===== config.mk =====
export PLATFORM = sky130hd
export DESIGN_NAME = router_wght_mc
export DESIGN_NICKNAME = d
export VERILOG_FILES = /design/src/rtl/router_pkg.sv /design/src/rtl/router_wght_fifo.sv /design/src/rtl/router_wght_mc.sv
export SDC_FILE = /design/constraint.sdc
export NUM_CORES = 1
export LEC_CHECK = 0
export CAP_MARGIN = 5
export CORE_MARGIN = 2
export CORE_UTILIZATION = 55
export CTS_CLUSTER_SIZE = 10
export DETAILED_ROUTE_END_ITERATION = 10
export GPL_TIMING_DRIVEN = 0
export PLACE_DENSITY_LB_ADDON = 0.1
export SLEW_MARGIN = 15
export SYNTH_ARGS = -nofsm -noshare
export SYNTH_HDL_FRONTEND = slang
export SYNTH_SLANG_ARGS = --single-unit

===== constraint.sdc =====
create_clock -name clk -period 3.1 [get_ports clk]
set_input_delay 0.62 -clock clk [delete_from_list [all_inputs] [get_ports clk]]
set_output_delay 0.62 -clock clk [all_outputs]
set_load 0.005 [all_outputs]

===== src/rtl/router_pkg.sv =====
// Shared types and constants for the multi-channel weight router.
package router_pkg;

  typedef enum logic [1:0] {
    IDLE = 2'd0,
    RUN  = 2'd1,
    DONE = 2'd2
  } state_t;

  localparam int unsigned FIFO_DEPTH_DEF = 4;
  localparam int unsigned FIFO_PTR_W     = $clog2(FIFO_DEPTH_DEF);

endpackage


===== src/rtl/router_wght_fifo.sv =====
// Synchronous FIFO buffering GLB weight words ahead of the SPAD write port.
module router_wght_fifo #(
  parameter int unsigned DATA_BITWIDTH = 16,
  parameter int unsigned FIFO_DEPTH    = 4
) (
  input  logic                          clk,
  input  logic                          reset,
  input  logic                          push_i,
  input  logic                          pop_i,
  input  logic [DATA_BITWIDTH-1:0]      wdata_i,
  output logic [DATA_BITWIDTH-1:0]      rdata_o,
  output logic                          full_o,
  output logic                          empty_o,
  output logic [$clog2(FIFO_DEPTH):0]   count_o
);

  localparam int unsigned PW = $clog2(FIFO_DEPTH);

  logic [DATA_BITWIDTH-1:0] mem_q [FIFO_DEPTH];
  logic [PW-1:0]            wr_ptr_q, rd_ptr_q;
  logic [PW:0]              cnt_q;

  always_ff @(posedge clk) begin
    if (push_i) mem_q[wr_ptr_q] <= wdata_i;
  end

  always_ff @(posedge clk) begin
    if (reset) begin
      wr_ptr_q <= '0;
      rd_ptr_q <= '0;
      cnt_q    <= '0;
    end else begin
      if (push_i) wr_ptr_q <= wr_ptr_q + PW'(1);
      if (pop_i)  rd_ptr_q <= rd_ptr_q + PW'(1);
      case ({push_i, pop_i})
        2'b10:   cnt_q <= cnt_q + (PW+1)'(1);
        2'b01:   cnt_q <= cnt_q - (PW+1)'(1);
        default: cnt_q <= cnt_q;
      endcase
    end
  end

  assign rdata_o = mem_q[rd_ptr_q];
  assign full_o  = (cnt_q == (PW+1)'(FIFO_DEPTH));
  assign empty_o = (cnt_q == '0);
  assign count_o = cnt_q;

endmodule


===== src/rtl/router_wght_mc.sv =====
// Multi-channel weight router: bursts GLB words through a FIFO into the
// weight scratchpads of a masked set of PE channels.
module router_wght_mc
  import router_pkg::*;
#(
  parameter int unsigned DATA_BITWIDTH      = 16,
  parameter int unsigned ADDR_BITWIDTH_GLB  = 10,
  parameter int unsigned ADDR_BITWIDTH_SPAD = 9,
  parameter int unsigned NUM_CH             = 4,
  parameter int unsigned FIFO_DEPTH         = FIFO_DEPTH_DEF,
  parameter int unsigned LEN_BITWIDTH       = 9
) (
  input  logic                          clk,
  input  logic                          reset,
  input  logic                          start,
  input  logic [ADDR_BITWIDTH_GLB-1:0]  cfg_base_addr,
  input  logic [LEN_BITWIDTH-1:0]       cfg_len,
  input  logic [NUM_CH-1:0]             cfg_ch_mask,
  input  logic [ADDR_BITWIDTH_SPAD-1:0] cfg_spad_base,
  output logic [ADDR_BITWIDTH_GLB-1:0]  glb_addr,
  output logic                          glb_req,
  input  logic [DATA_BITWIDTH-1:0]      glb_data,
  input  logic                          glb_valid,
  output logic [DATA_BITWIDTH-1:0]      spad_data,
  output logic [ADDR_BITWIDTH_SPAD-1:0] spad_addr,
  output logic [NUM_CH-1:0]             spad_load_en,
  input  logic [NUM_CH-1:0]             spad_ready,
  output logic                          busy,
  output logic                          done
);

  localparam int unsigned PW = (FIFO_DEPTH == FIFO_DEPTH_DEF) ? FIFO_PTR_W : $clog2(FIFO_DEPTH);

  state_t                        state_q, state_d;
  logic                          start_s1_q, start_s2_q;
  logic [ADDR_BITWIDTH_GLB-1:0]  base_q;
  logic [LEN_BITWIDTH-1:0]       len_q;
  logic [NUM_CH-1:0]             mask_q;
  logic [ADDR_BITWIDTH_SPAD-1:0] sbase_q;
  logic [LEN_BITWIDTH-1:0]       issued_q, issued_d, written_q, written_d;
  logic                          glb_req_q;
  logic [ADDR_BITWIDTH_GLB-1:0]  glb_addr_q;
  logic [DATA_BITWIDTH-1:0]      spad_data_q;
  logic [ADDR_BITWIDTH_SPAD-1:0] spad_addr_q;
  logic [NUM_CH-1:0]             spad_load_en_q;
  logic                          busy_q, done_q;

  logic                     start_edge, launch, in_run, push_v, fire, bypass, req_d, credit;
  logic                     fifo_push, fifo_pop, fifo_full, fifo_empty;
  logic [DATA_BITWIDTH-1:0] fifo_rdata, pop_word;
  logic [PW:0]              fifo_cnt;
  logic [PW+1:0]            inflight;

  router_wght_fifo #(
    .DATA_BITWIDTH(DATA_BITWIDTH),
    .FIFO_DEPTH   (FIFO_DEPTH)
  ) u_fifo (
    .clk    (clk),
    .reset  (reset),
    .push_i (fifo_push),
    .pop_i  (fifo_pop),
    .wdata_i(glb_data),
    .rdata_o(fifo_rdata),
    .full_o (fifo_full),
    .empty_o(fifo_empty),
    .count_o(fifo_cnt)
  );

  always_comb begin
    start_edge = start_s1_q & ~start_s2_q;
    launch     = (state_q == IDLE) & start_edge;
    in_run     = (state_q == RUN);
    push_v     = in_run & glb_valid;
    // An arriving word bypasses an empty FIFO so a write lands 2 cycles after its request.
    fire       = in_run & (~fifo_empty | push_v) & (&(spad_ready | ~mask_q));
    bypass     = fifo_empty & push_v & fire;
    fifo_push  = push_v & ~bypass & (~fifo_full | fire);
    fifo_pop   = fire & ~fifo_empty;
    pop_word   = fifo_empty ? glb_data : fifo_rdata;
    // Credit counts buffered words, the word arriving now and the request already on the bus.
    inflight   = (PW+2)'(fifo_cnt) + (PW+2)'(push_v) + (PW+2)'(glb_req_q);
    credit     = inflight < (PW+2)'(FIFO_DEPTH);
    req_d      = in_run & (issued_q < len_q) & credit;
    issued_d   = launch ? '0 : issued_q + LEN_BITWIDTH'(req_d);
    written_d  = launch ? '0 : written_q + LEN_BITWIDTH'(fire);

    state_d = state_q;
    case (state_q)
      IDLE: if (start_edge)
              state_d = ((cfg_len != '0) && (cfg_ch_mask != '0)) ? RUN : DONE;
      RUN:  if (fire && (written_q == len_q - LEN_BITWIDTH'(1))) state_d = DONE;
      DONE: state_d = IDLE;
      default: state_d = IDLE;
    endcase
  end

  always_ff @(posedge clk) begin
    if (reset) begin
      state_q        <= IDLE;
      start_s1_q     <= 1'b0;
      start_s2_q     <= 1'b0;
      base_q         <= '0;
      len_q          <= '0;
      mask_q         <= '0;
      sbase_q        <= '0;
      issued_q       <= '0;
      written_q      <= '0;
      glb_req_q      <= 1'b0;
      glb_addr_q     <= '0;
      spad_data_q    <= '0;
      spad_addr_q    <= '0;
      spad_load_en_q <= '0;
      busy_q         <= 1'b0;
      done_q         <= 1'b0;
    end else begin
      state_q    <= state_d;
      start_s1_q <= start;
      start_s2_q <= start_s1_q;
      issued_q   <= issued_d;
      written_q  <= written_d;
      if (launch) begin
        base_q  <= cfg_base_addr;
        len_q   <= cfg_len;
        mask_q  <= cfg_ch_mask;
        sbase_q <= cfg_spad_base;
      end
      glb_req_q <= req_d;
      if (req_d) glb_addr_q <= base_q + ADDR_BITWIDTH_GLB'(issued_q);
      spad_load_en_q <= fire ? mask_q : '0;
      if (fire) begin
        spad_data_q <= pop_word;
        spad_addr_q <= sbase_q + ADDR_BITWIDTH_SPAD'(written_q);
      end
      busy_q <= (state_q != IDLE);
      done_q <= (state_q == DONE);
    end
  end

  assign glb_req      = glb_req_q;
  assign glb_addr     = glb_addr_q;
  assign spad_data    = spad_data_q;
  assign spad_addr    = spad_addr_q;
  assign spad_load_en = spad_load_en_q;
  assign busy         = busy_q;
  assign done         = done_q;

endmodule


# --- After elaboration in Yosys (flattened, before gate mapping) ---
# Memory sizes are Yosys's and may differ from the RTL's. A register that Yosys moved wholly into a read port is not among the register bits.
# Index checks and enable logic that the tools add are counted.
classes:
  addsub: 11
  n_lt_le_gt_ge: 2
  n_eq_ne: 8
  muxes: 10
  bitwise_logic: 21
  reduce_logical: 12
op_table:
  columns: ["operator", "count"]
  rows:
  - ["$add A9 B1 Y9", 2]
  - ["$mux W16", 1]
  - ["$and A1 B1 Y1", 12]
  - ["$add A10 B9 Y10", 1]
  - ["$mux W2", 5]
  - ["$add A9 B9 Y9", 1]
  - ["$eq A9 B9 Y1", 1]
  - ["$lt A9 B9 Y1", 1]
  - ["$reduce_bool A9 Y1", 1]
  - ["$sub A9 B1 Y9 const B", 1]
  - ["$pmux W3 S2", 1]
  - ["$not A1 Y1", 5]
  - ["$add A2 B1 Y2 const B", 2]
  - ["$add A3 B1 Y4", 1]
  - ["$add A4 B1 Y4", 1]
  - ["$eq A2 B1 Y1 const B", 2]
  - ["$eq A2 B2 Y1 const B", 2]
  - ["$lt A4 B3 Y1 const B", 1]
  - ["$not A4 Y4", 1]
  - ["$or A4 B4 Y4", 1]
  - ["$pmux W2 S2", 1]
  - ["$reduce_and A4 Y1", 1]
  - ["$reduce_bool A2 Y1", 2]
  - ["$reduce_bool A4 Y1", 1]
  - ["other kinds (12)", 16]
word_totals:
  reg_bits: 103
  ram_bits: 64
  out_inout_bits: 42
  n_memories: 1
memory_table:
  columns: ["name", "depth", "word_bits", "rd", "rd_clocked_by_memory_dff", "wr", "line_no", "text"]
  rows:
  - ["u_fifo.mem_q", 4, 16, 1, 1, 1, "router_wght_fifo.sv:19", "logic [DATA_BITWIDTH-1:0] mem_q [FIFO_DEPTH];"]

# --- Depth between registers and ports, before layout ---
depth:
  word_depth: 11
  ltp_mapped: 12

# --- Modules after synthesis ---
# A second synthesis with hierarchy kept.
unflattened:
  hier_cells: 683
  area_unflattened_um2: 7599.8
modules_own_cells:
  columns: ["module", "n_inst", "cells_per_inst", "area_each_um2"]
  rows:
  - ["router_wght_mc", 1, 552, 4819.6]
  - ["router_wght_fifo", 1, 131, 2780.2]

# --- Worst setup path after synthesis ---
# OpenSTA, ideal clock, no wires.
synth_timing:
  kind: "input -> register"
  startpoint: "in spad_ready[1]"
  endpoint: "reg u_fifo.cnt_q[2] (netlist: u_fifo.count_o[2])"
  arrival_ns: 2.469
  required_ns: 3.027
  slack_ns: 0.558
  path_stages: 11
  n_path_buf: 0
  path_cell_list: "o22ai_1 -> nor2_1 -> xor2_1 -> a31oi_2 -> inv_1 -> ha_1 -> inv_1 -> fa_1 -> xor2_1 -> or3_1 -> a21oi_1"
synth_via:
  elab_chain_len: 9
  word_cells_on_any_way: 13
  classes_between: "2 x eq/ne; 1 x mux; 8 x bitwise; 2 x reduce/logical"
synth_lines:
  columns: ["item", "line_no", "text"]
  rows:
  - ["start: declaration", "router_wght_mc.sv:27", "input logic [NUM_CH-1:0] spad_ready,"]
  - ["$or A4 B4 Y4 *", "router_wght_mc.sv:75", "fire = in_run & (~fifo_empty | push_v) & (&(spad_ready | ~mask_q));"]
  - ["$reduce_and A4 Y1 *", "router_wght_mc.sv:75", null]
  - ["$and A1 B1 Y1 *", "router_wght_mc.sv:75", null]
  - ["$and A1 B1 Y1", "router_wght_mc.sv:76", "bypass = fifo_empty & push_v & fire;"]
  - ["$not A1 Y1", "router_wght_mc.sv:77", "fifo_push = push_v & ~bypass & (~fifo_full | fire);"]
  - ["$and A1 B1 Y1 (2 in series)", "router_wght_mc.sv:77", null]
  - ["$eq A2 B1 Y1 or $eq A2 B2 Y1 (tied branches)", "router_wght_fifo.sv:35", "case ({push_i, pop_i})"]
  - ["$pmux W3 S2 or $reduce_bool A2 Y1 (tied branches)", null, null]
  - ["end signal: assignment", "router_wght_fifo.sv:36", "2'b10: cnt_q <= cnt_q + (PW+1)'(1);"]
  - ["end signal: assignment", "router_wght_fifo.sv:37", "2'b01: cnt_q <= cnt_q - (PW+1)'(1);"]
  - ["end signal: assignment", "router_wght_fifo.sv:38", "default: cnt_q <= cnt_q;"]
  - ["end: declaration", "router_wght_fifo.sv:21", "logic [PW:0] cnt_q;"]
# Every way passes the cells marked *; elsewhere a longest branch is shown, timed or not.
# A chain may end at the register's enable or synchronous reset.

# --- Worst setup path after layout ---
layout_timing:
  startpoint: "in spad_ready[3]"
  endpoint: "reg u_fifo.cnt_q[2] (netlist: u_fifo.count_o[2])"
# The elaborated chain is that of the path after synthesis.

==> results.yml <==
run_status:
  status: "finished, final reports clean"
floorplan:
  design.portCount: 98
  chip_height_um: 122
  floorplan.core_area_um2: 13700
  placementRows: 43
  area_of_the_die_um2: 14800
  initial_core_util_pct: 55.5
  die_width_um: 122
power:
  p_leak_nw: 3.44
  power_frac_seq_pct: 46.8
  combinationalPowerShare_pct: 7.9
  power.share.switching_pct: 22.8
  power.switching_mw: 1.16
  cellInternalPower_mw: 3.93
  vdd_drop_max_mv: 0.411
  clockPowerShare_pct: 45.4
  power.density_nw_per_um2: 538
detailed_routing:
  detailedRoute.firstPassIterationCount: 5
  post-route-drc-count: 0
  avgRoutedWirePerCell_um: 17.8
  ant_nets: 0
  vias_per_cell: 5.52
  vias: 5496
  detail_route.wirelength_um: 17700
  drt_iter0_markers: 371
clocking:
  tritoncts: "yes"
  ctsHoldBuffers: 0
  count_of_instances_resized_after_the_clock_tree_is_built: 0
  clock_tree.htree_level_count: 4
  clock_sink_count: 169
  post-cts-setup-buffers: 0
  ctsRootBufferMaster: "sky130_fd_sc_hd__clkbuf_16"
  clock_tree.buffer_depth: 2
  clkTransAtPathRegs_ns: 0.07
  clock_insertion_delay_worst_skew_ns: 0.43
  cts_made_buffers: 17
setup_path:
  cp-endpoint: "u_fifo.count_o[2]"
  timing.reg2reg.worst_path_depth: 12
  required_time_at_the_worst_slack_endpoint_ns: 3.45
  critPathArrivalTime_ns: 3.27
  cp-startpoint: "spad_ready[3]"
  crit_fanout: 7
  crit_path_start_kind: "input pin"
  worst_setup_path_end_kind: "flip-flop"
  ff2ff_setup_slack_ns: 0.27
  r2r_start: "state_q[0]"
  worst-setup-path-type: "in2reg"
  critical_path.reg2reg.endpoint: "u_fifo.count_o[2]"
timing:
  hold_viol_final: 0
  finalSetupViolations: 0
  fmax_ghz: 0.342
  slew_viol_final: 0
  finClkSkew_ns: 0.0114
  post-route-period-util_pct: 94.3
  worst_slew_margin_rel_pct: 41.6
  unrepaired_setup_endpoints_after_global_routing: "no"
  worst_pin_slew_ns: 0.876
  min_period_ns: 2.92
placement:
  place_hpwl_um: 13000
  port_buffers: 97
  gp_routability_congestion: 0.841
  dpl-instance-area_um2: 8810
  dp.cells: 963
global_routing:
  overflow: 0
  grt_usage_pct: 25.2
  via_count_of_the_first_global_routing_pass: 5518
  grt_first_pass_wirelength_um: 28100
  antenna_found_initial: 0
  grt_start_max_net_pins: 17
yosys:
  post_synth_main_area_contributors: "sky130_fd_sc_hd__dfxtp_1 28%, sky130_fd_sc_hd__edfxtp_1 25%, sky130_fd_sc_hd__ha_1 5.9%, sky130_fd_sc_hd__mux4_2 4.7%, sky130_fd_sc_hd__nand2_1 3.8%"
  synth_area_per_cell_um2: 11.1
  ys.flop_type: "sky130_fd_sc_hd__dfxtp_1"
  share_of_the_yosys_chip_area_belonging_to_registers_pct: 52.8
  netlist_area_um2: 7620
  synth_top_area_share_pct: 27.6
  synth_enable_flop_cells: 64
  synthesis.nets: 781
  async_reset_ff_share_pct: 0
  total_of_warnings_raised_by_yosys: 0
  post-synth-top-area-cell: "sky130_fd_sc_hd__dfxtp_1"
  distinct_cell_type_count_after_synthesis: 60
  synth.ff_latch_count: 169
  cells_after_synthesis: 686
final_layout:
  post-route-cell-area_um2: 9460
  fin_cells: 995
  top_library_cells_by_usage_in_the_layout_fill_and_taps_aside: "105 x sky130_fd_sc_hd__dfxtp_1, 97 x sky130_fd_sc_hd__clkdlybuf4s50_1, 77 x sky130_fd_sc_hd__nand2_1"
  antenna-diode-count: 0
  syn2layout_area_growth_pct: 24.2
  post_route_cells_drive_above_1_share_pct: 9.82
  layout_commonest_cell: "sky130_fd_sc_hd__dfxtp_1"
  final_nets: 897
min_path:
  timing.hold.worst.class: "reg2reg"
run:
  drv.max_cap_violation_count: 0
[stage by stage]
step / hold slack (ns) / setup slack (ns) / util [%] / total power, mW / setup TNS [ns]
finish: 0.464 / 0.177 / 69.0 / 5.09 / 0
global route: 0.489 / 0.0536 / 69.0 / 5.25 / 0
CTS: 0.466 / 0.174 / 69.0 / 5.12 / 0
detailed placement: 0.455 / -0.161 / 64.2 / 2.83 / -3.95
global placement: 0.450 / -0.119 / 64.2 / 2.81 / -0.609
floorplan: 0.429 / 0.558 / - / 2.64 / 0
[worst max-delay path, cell delays in order]
cell,delay (ns)
sky130_fd_sc_hd__clkdlybuf4s50_1,0.52
sky130_fd_sc_hd__o221ai_2,0.14
sky130_fd_sc_hd__nor2_1,0.18
sky130_fd_sc_hd__xor2_1,0.24
sky130_fd_sc_hd__a31oi_2,0.20
sky130_fd_sc_hd__inv_1,0.10
sky130_fd_sc_hd__ha_1,0.18
sky130_fd_sc_hd__inv_1,0.07
sky130_fd_sc_hd__fa_1,0.39
sky130_fd_sc_hd__xor2_1,0.16
sky130_fd_sc_hd__or3_1,0.31
sky130_fd_sc_hd__a21oi_1,0.15
[power groups by stage]
stage	clock, mW	sequential, mW	combinational [mW]
2_1_floorplan	0	2.42	0.225
3_3_place_gp	0	2.43	0.387
3_5_place_dp	0	2.43	0.397
4_1_cts	2.33	2.38	0.402
5_1_grt	2.43	2.38	0.439
6_report	2.31	2.38	0.400
[routing by layer]
layer	share of wire, %	track usage, %	vias up
met2	48	42.1	163
met4	2.9	11.3	0
li1	-	-	2664
met5	0	0	-
met3	4.5	4.54	31
met1	44	32.2	2638
[area by class of cell]
type | instances | area, µm²
inverter | 29 | 109
timing repair buffer | 97 | 971
fill | 1054 | 4260
sequential | 169 | 4020
multi-input combinational | 457 | 3330
tap | 180 | 225
clock buffer | 18 | 439
buffer | 31 | 160
clock inverter | 14 | 206
[synthesized netlist by cell type (10+ instances only)]
master,number
sky130_fd_sc_hd__a211oi_1,10
sky130_fd_sc_hd__a211oi_2,11
sky130_fd_sc_hd__a21oi_1,47
sky130_fd_sc_hd__and2_1,13
sky130_fd_sc_hd__clkbuf_1,15
sky130_fd_sc_hd__dfxtp_1,105
sky130_fd_sc_hd__edfxtp_1,64
sky130_fd_sc_hd__ha_1,36
sky130_fd_sc_hd__inv_1,29
sky130_fd_sc_hd__mux2i_1,28
sky130_fd_sc_hd__mux4_2,16
sky130_fd_sc_hd__nand2_1,77
sky130_fd_sc_hd__nand2b_1,10
sky130_fd_sc_hd__nand3_1,10
sky130_fd_sc_hd__nor2_1,67
sky130_fd_sc_hd__nor2b_1,10
sky130_fd_sc_hd__o21ai_0,12
sky130_fd_sc_hd__xnor2_1,22
sky130_fd_sc_hd__xor2_1,18
[sequential cells by signal, summed over array words and instances (netlist names), 9 cells and up, named ones only]
| signal | flops |
|---|---|
| sbase_q | 9 |
| issued_q | 9 |
| spad_data | 16 |
| spad_addr | 9 |
| written_q | 9 |
| glb_addr | 10 |
| base_q | 10 |
| u_fifo.mem_q | 64 |
| len_q | 9 |
[kinds of logic after synthesis]
family / Yosys count / share of synthesized area, %
flip-flops: 169 / 52.8
adder cells (fa/ha/maj): 39 / 6.70
XOR/XNOR: 40 / 4.60
AND/OR/NAND/NOR: 220 / 13.4
multiplexers: 45 / 8.56
AO/OA/AOI/OAI: 113 / 10.4
buffers and inverters: 60 / 3.53
[how the worst min path moves through the flow]
stage,start,end,cells past startpoint
3_3_place_gp,base_q[8],base_q[8],2
3_5_place_dp,base_q[8],base_q[8],2
6_report,base_q[8],base_q[8],2
2_1_floorplan,start_s1_q,start_s2_q,1
4_1_cts,base_q[8],base_q[8],2
5_1_grt,start_s1_q,start_s2_q,1
(Power assumes the default switching activity.)
